<file path="config.mk">
export PLATFORM = sky130hd
export DESIGN_NAME = router_reg_stage
export DESIGN_NICKNAME = d
export VERILOG_FILES = /design/src/rtl/router_reg_stage.sv
export SDC_FILE = /design/constraint.sdc
export NUM_CORES = 1
export LEC_CHECK = 0
export BUFFER_PORTS_ARGS = -buffer_cell sky130_fd_sc_hd__buf_2
export CORE_ASPECT_RATIO = 1.4
export CORE_MARGIN = 1
export CORE_UTILIZATION = 35
export CTS_BUF_LIST = sky130_fd_sc_hd__clkbuf_8
export DETAILED_ROUTE_END_ITERATION = 16
export SLEW_MARGIN = 20
export SYNTH_ARGS = -nofsm -noshare
export SYNTH_HDL_FRONTEND = slang
export SYNTH_SLANG_ARGS = --single-unit
</file>
<file path="constraint.sdc">
create_clock -name clk -period 2.55 [get_ports clk]
set_input_delay 0.51 -clock clk [delete_from_list [all_inputs] [get_ports clk]]
set_output_delay 0.51 -clock clk [all_outputs]
set_load 0.03 [all_outputs]
</file>
<file path="src/rtl/router_reg_stage.sv">
// rtl/router_reg_stage.sv - 1x3 router datapath register stage; optional error counter via ROUTER_REG_ERR_CNT_EN
module router_reg_stage #(
    parameter int DW  = 8,
    parameter int ECW = 8
) (
    input  logic           clk,
    input  logic           rst,
    input  logic           pkt_valid,
    input  logic [DW-1:0]  din,
    input  logic           fifo_full,
    input  logic           detect_add,
    input  logic           lfd_state,
    input  logic           ld_state,
    input  logic           laf_state,
    input  logic           full_state,
    input  logic           rst_int_reg,
    output logic [DW-1:0]  dout,
    output logic           parity_done,
    output logic           low_pkt_valid,
    output logic           err,
    output logic [ECW-1:0] err_cnt
);

    logic [DW-1:0] hold_hdr;
    logic [DW-1:0] full_byte;
    logic [DW-1:0] run_par;
    logic          parity_done_q;
    logic          new_pkt;
    logic          ld_byte;
    logic          par_rise;

    assign new_pkt  = detect_add & pkt_valid;
    // The source is stalled during full_state, so nothing on din is meaningful then.
    assign ld_byte  = ld_state & pkt_valid & ~full_state;
    assign par_rise = parity_done & ~parity_done_q;

    always_ff @(posedge clk) begin
        if (!rst) begin
            dout          <= '0;
            hold_hdr      <= '0;
            full_byte     <= '0;
            run_par       <= '0;
            parity_done   <= 1'b0;
            parity_done_q <= 1'b0;
            low_pkt_valid <= 1'b0;
            err           <= 1'b0;
        end else begin
            // Destination 3 does not exist, so such headers never replace the held one.
            if (new_pkt && din[1:0] != 2'b11)
                hold_hdr <= din;

            if (lfd_state)
                dout <= hold_hdr;
            else if (ld_byte && !fifo_full)
                dout <= din;
            else if (ld_byte && fifo_full)
                full_byte <= din;
            else if (laf_state)
                dout <= full_byte;

            if (detect_add)
                run_par <= '0;
            else if (lfd_state)
                run_par <= hold_hdr;
            else if (ld_byte)
                run_par <= run_par ^ din;

            parity_done_q <= parity_done;
            if (new_pkt)
                parity_done <= 1'b0;
            else if ((ld_state && !pkt_valid && !fifo_full) ||
                     (laf_state && low_pkt_valid && !parity_done))
                parity_done <= 1'b1;

            if (ld_state && !pkt_valid)
                low_pkt_valid <= 1'b1;
            else if (rst_int_reg)
                low_pkt_valid <= 1'b0;

            if (new_pkt)
                err <= 1'b0;
            else if (par_rise)
                err <= |run_par;
        end
    end

`ifdef ROUTER_REG_ERR_CNT_EN
    logic [ECW-1:0] err_cnt_q;

    always_ff @(posedge clk) begin
        if (!rst)
            err_cnt_q <= '0;
        else if (!new_pkt && par_rise && (|run_par) && err_cnt_q != {ECW{1'b1}})
            err_cnt_q <= err_cnt_q + ECW'(1);
    end

    assign err_cnt = err_cnt_q;
`else
    assign err_cnt = '0;
`endif

endmodule
</file>
== Word level (Yosys, flattened, before mapping) ==
Cells that the tools add are included.
W data, S select, Z words.
Word-level totals
  register bits: 36
  input port bits: 18
  word-level logic and storage cells: 47
Operators by class
  equality and inequality tests: 2
  mux-type cells: 8
  bitwise gates (word level): 10
  reduce and logical (&&, ||, !) cells: 19
Operators with widths (count)
  $mux W8: 6
  $reduce_or A8 Y1: 1
  $xor A8 B8 Y8: 1
  $logic_and A1 B1 Y1: 7
  $not A1 Y1: 5
  $and A1 B1 Y1: 4
  $reduce_bool A2 Y1: 2
  $reduce_or A2 Y1: 2
  $logic_not A1 Y1: 3
  $ne A3 B3 Y1 const B: 1
  $reduce_and A3 Y1: 1
  $reduce_bool A3 Y1: 1
  $mux W1: 2
  $ne A2 B2 Y1 const B: 1
  $reduce_and A2 Y1: 1
  $logic_or A1 B1 Y1: 1

== Longest topological paths before layout ==
  word-level depth: 6
  gate-level depth with buffers: 6
  gate-level depth less buffers: 4

== Worst setup path before layout ==
No wires, ideal clock.
  kind: input port to flip-flop
  start: in fifo_full
  end: reg dout[0]
  setup time: 0.121 ns
  arrival: 1.502 ns
  path slack: 0.928 ns
  stages: 5
  cells stage by stage: nor4bb_1 -> buf_2 -> mux2_2 -> o2111ai_1 -> nand2_1
Between the ends
  longest elaborated chain between the ends: 4
  elaborated cells on any way between the ends: 8
Ends and longest elaborated chain
  from (decl): line 10  | input logic fifo_full,
  $logic_not A1 Y1: line 54  | else if (ld_byte && !fifo_full)
  $logic_and A1 B1 Y1: line 54
  $ne A3 B3 Y1 (no line), or another cell as far along
  $reduce_and A2 Y1 (no line) / $mux W8 (equally long branches)
  to (signal assigned): line 53  | dout <= hold_hdr;
  to (signal assigned): line 55  | dout <= din;
  to (signal assigned): line 59  | dout <= full_byte;
  to (decl): line 17  | output logic [DW-1:0] dout,
Parallel ways exist; a longest one is shown, timed or not.
A chain may end at the register's enable or synchronous reset.

== Worst setup path in the final report ==
  start: in lfd_state
  end: reg dout[7]
Between the ends
  longest elaborated chain between the ends: 2
  elaborated cells on any way between the ends: 4
Ends and longest elaborated chain
  from (decl): line 12  | input logic lfd_state,
  $ne A3 B3 Y1 (no line) / $reduce_bool A3 Y1 (equally long branches)
  $reduce_and A2 Y1 (no line)
Parallel ways exist; a longest one is shown, timed or not.

==> results.json <==
{
  "relSlewSlack": 0.521,
  "slowest_delay_ns": 0.62,
  "syn_area_um2": 1720,
  "fin_crit_ns": 1.58,
  "io_pins": 37,
  "synth-edff-count": 0,
  "wl_per_cell_um": 13.6,
  "cts_resized": 0,
  "wl_mm": 3.64,
  "crit_required_ns": 2.79,
  "fmax_ghz": 0.635,
  "cp_top_family": "simple AND/OR/NAND/NOR gates",
  "worst_path_max_delay_cell": "nor4_1",
  "grt_pass1_vias": 1217,
  "layout.nets": 223,
  "drive_gt1_frac": 0.252,
  "pre_cts_ws_ns": 0.703,
  "cts_num_sinks": 36,
  "finalSetupTns_ns": 0,
  "finalSetupViolations": 0,
  "hold_viol_final": 0,
  "firstDrtPassIters": 4,
  "layout.cells.non_filler": 268,
  "area_delta_synth_final_pct": 17.7,
  "vias": 1293,
  "cts_setup_buffers": 0,
  "critPathArrivalTime_ns": 1.81,
  "cts-root-buf": "clkbuf_8",
  "ys_types": 37,
  "slew_violations": 0,
  "postCtsHoldBufs": 0,
  "min_path_type": "flop to flop",
  "vdd_drop_max_v": 0.000415,
  "ant_nets": 0,
  "clock_latency_ns": 0.30,
  "die_w_um": 61.3,
  "grt_overflow": 0,
  "row_count": 29,
  "maxCapViolCount": 0,
  "die_area_um2": 5200,
  "cts_max_level": 2,
  "setup_ws_ns": 0.974,
  "worstPathCellList": "buf_2 -> buf_4 -> nor4_1 -> a222oi_1 -> a21boi_1",
  "cts_made_buffers": 5,
  "ys.flop_type": "dfxtp_1",
  "n_antenna_cell": 0,
  "seq_area_frac_synth": 0.419,
  "startpoint_type": "primary input",
  "critPathCaptureType": "flop",
  "grt_usage": 0.158,
  "vias_per_cell": 4.82,
  "start_util": 0.373,
  "worst-path-max-fanout": 16,
  "antenna_found_initial": 0,
  "synthArstFlopShare": 0,
  "portBuffers": 28,
  "cts_tree": "built",
  "power_density_nw_per_um2": 724,
  "clock_path_buffers": 2,
  "finalCritPeriodShare": 0.618,
  "place_congestion": 0.793,
  "cp.buffers_inverters": 2,
  "tightest_slew_ns": 0.713,
  "grt_max_degree": 33,
  "leakage_nw": 0.857,
  "core_um2": 4610,
  "drc": 0,
  "outcome": "finished clean",
  "synth_seq_cells": 36,
  "grt_pass1_wl_mm": 5.98,
  "dp.cells": 260,
  "clk_pin_slew_ns": 0.08,
  "fillers": 479,
  "skew_ns": 0.00630,
  "synthCells": 177,
  "dp_hpwl_mm": 2.61,
  "yosys_warnings": 0,
  "drt_iter0_drc": 45,
  "seqCellArea_um2": 721,
  "multiInputGateArea_um2": 893,
  "die_h_um": 85.0,
  "rsz0062_at_grt": "no",
  "path_class": "primary input to flop",
  "avgSynthCellArea_um2": 9.72
}
[stage by stage]
stage | hold WS [ns] | total power [mW] | cell area [um^2] | utilization
2_1_floorplan | 0.477 | 0.727 | 1750 | -
3_3_place_gp | 0.443 | 0.768 | 1870 | 0.405
3_5_place_dp | 0.446 | 0.769 | 1870 | 0.405
4_1_cts | 0.460 | 1.48 | 2020 | 0.439
5_1_grt | 0.474 | 1.52 | 2020 | 0.439
6_report | 0.456 | 1.47 | 2020 | 0.439
[metal layers]
layer,GRT usage,wire length [um],vias to the layer above,part of all wire
li1,-,-,662,-
met1,0.207,1600,588,0.44
met2,0.238,1770,36,0.49
met3,0.0351,171,7,0.047
met4,0.0806,89,0,0.024
met5,0,0,-,0
[power breakdown]
| part | internal, mW | total (mW) | switching, mW |
|---|---|---|---|
| Clock | 0.489 | 0.709 | 0.220 |
| Combinational | 0.0593 | 0.160 | 0.101 |
| Sequential | 0.583 | 0.595 | 0.0122 |
[cells in the final DEF (no fill, tap or decap), drive strengths merged]
| cell | n |
|---|---|
| dfxtp | 36 |
| buf | 31 |
| nand2 | 16 |
| nor2b | 16 |
| mux2i | 14 |
| a21oi | 9 |
| conb | 8 |
| nand2b | 6 |
| and2 | 6 |
| nand3 | 5 |
| xnor2 | 5 |
| clkbuf | 5 |
| a222oi | 4 |
| a21boi | 4 |
| o21ai | 4 |
| mux2 | 4 |
| o2111ai | 4 |
| nor2 | 3 |
| inv | 3 |
| nor4 | 3 |
| xor2 | 3 |
| bufinv | 3 |
| o221a | 2 |
| and3 | 2 |
| a21o | 1 |
| and3b | 1 |
| nand3b | 1 |
| nor4bb | 1 |
| a211oi | 1 |
| o21a | 1 |
| o22ai | 1 |
| o2111a | 1 |
| o211a | 1 |
| a211o | 1 |
[flip-flops by register name, indices dropped and copies added (netlist names)]
signal	cells
full_byte	8
low_pkt_valid	1
hold_hdr	8
parity_done_q	1
err	1
run_par	8
parity_done	1
dout	8
[cell usage after synthesis, drive strengths merged, types with 4 or more instances]
master	instances	share of area
nand2b	6	0.022
a21boi	4	0.017
o21ai	4	0.012
buf	13	0.062
nor2b	16	0.058
mux2i	14	0.081
and2	6	0.025
o2111ai	4	0.020
nand3	5	0.015
dfxtp	36	0.42
a21oi	9	0.026
nand2	16	0.035
xnor2	5	0.025
mux2	4	0.026
a222oi	4	0.023
clkbuf	4	0.0087
[path summary, 6_finish.rpt]
kind	cells after the start	endpoint	slack (ns)	from
setup reg to reg	3	err	1.43	run_par[4]
setup / recovery	5	dout[7]	0.97	lfd_state
hold / removal	2	dout[0]	0.46	dout[0]
hold reg to reg	2	dout[0]	0.46	dout[0]
[worst min-delay path: cells and delay by family, from the launching register on]
| kind | cells | cell delay (ns) |
|---|---|---|
| simple gates | 2 | 0.10 |
| flops | 1 | 0.32 |
[layout make-up]
cell class / count / share of cell area
timing repair buffer: 31 / 0.0803
clock inverter: 3 / 0.0445
tap: 62 / 0.0383
multi-input combinational: 128 / 0.441
clock buffer: 5 / 0.0340
inverter: 3 / 0.00556
sequential: 36 / 0.356
[logic make-up (layout without fill, tap and decap cells)]
group                  count (synthesis)  count (layout)  synth area share
multiplexers                          18              18             0.108
flip-flops                            36              36             0.419
other                                  1               8           0.00218
AND/OR/NAND/NOR                       60              60             0.200
buffers and inverters                 20              42            0.0771
AO/OA/AOI/OAI                         34              34             0.153
XOR/XNOR                               8               8            0.0407
Note: power is estimated with default switching activity, not from simulation.
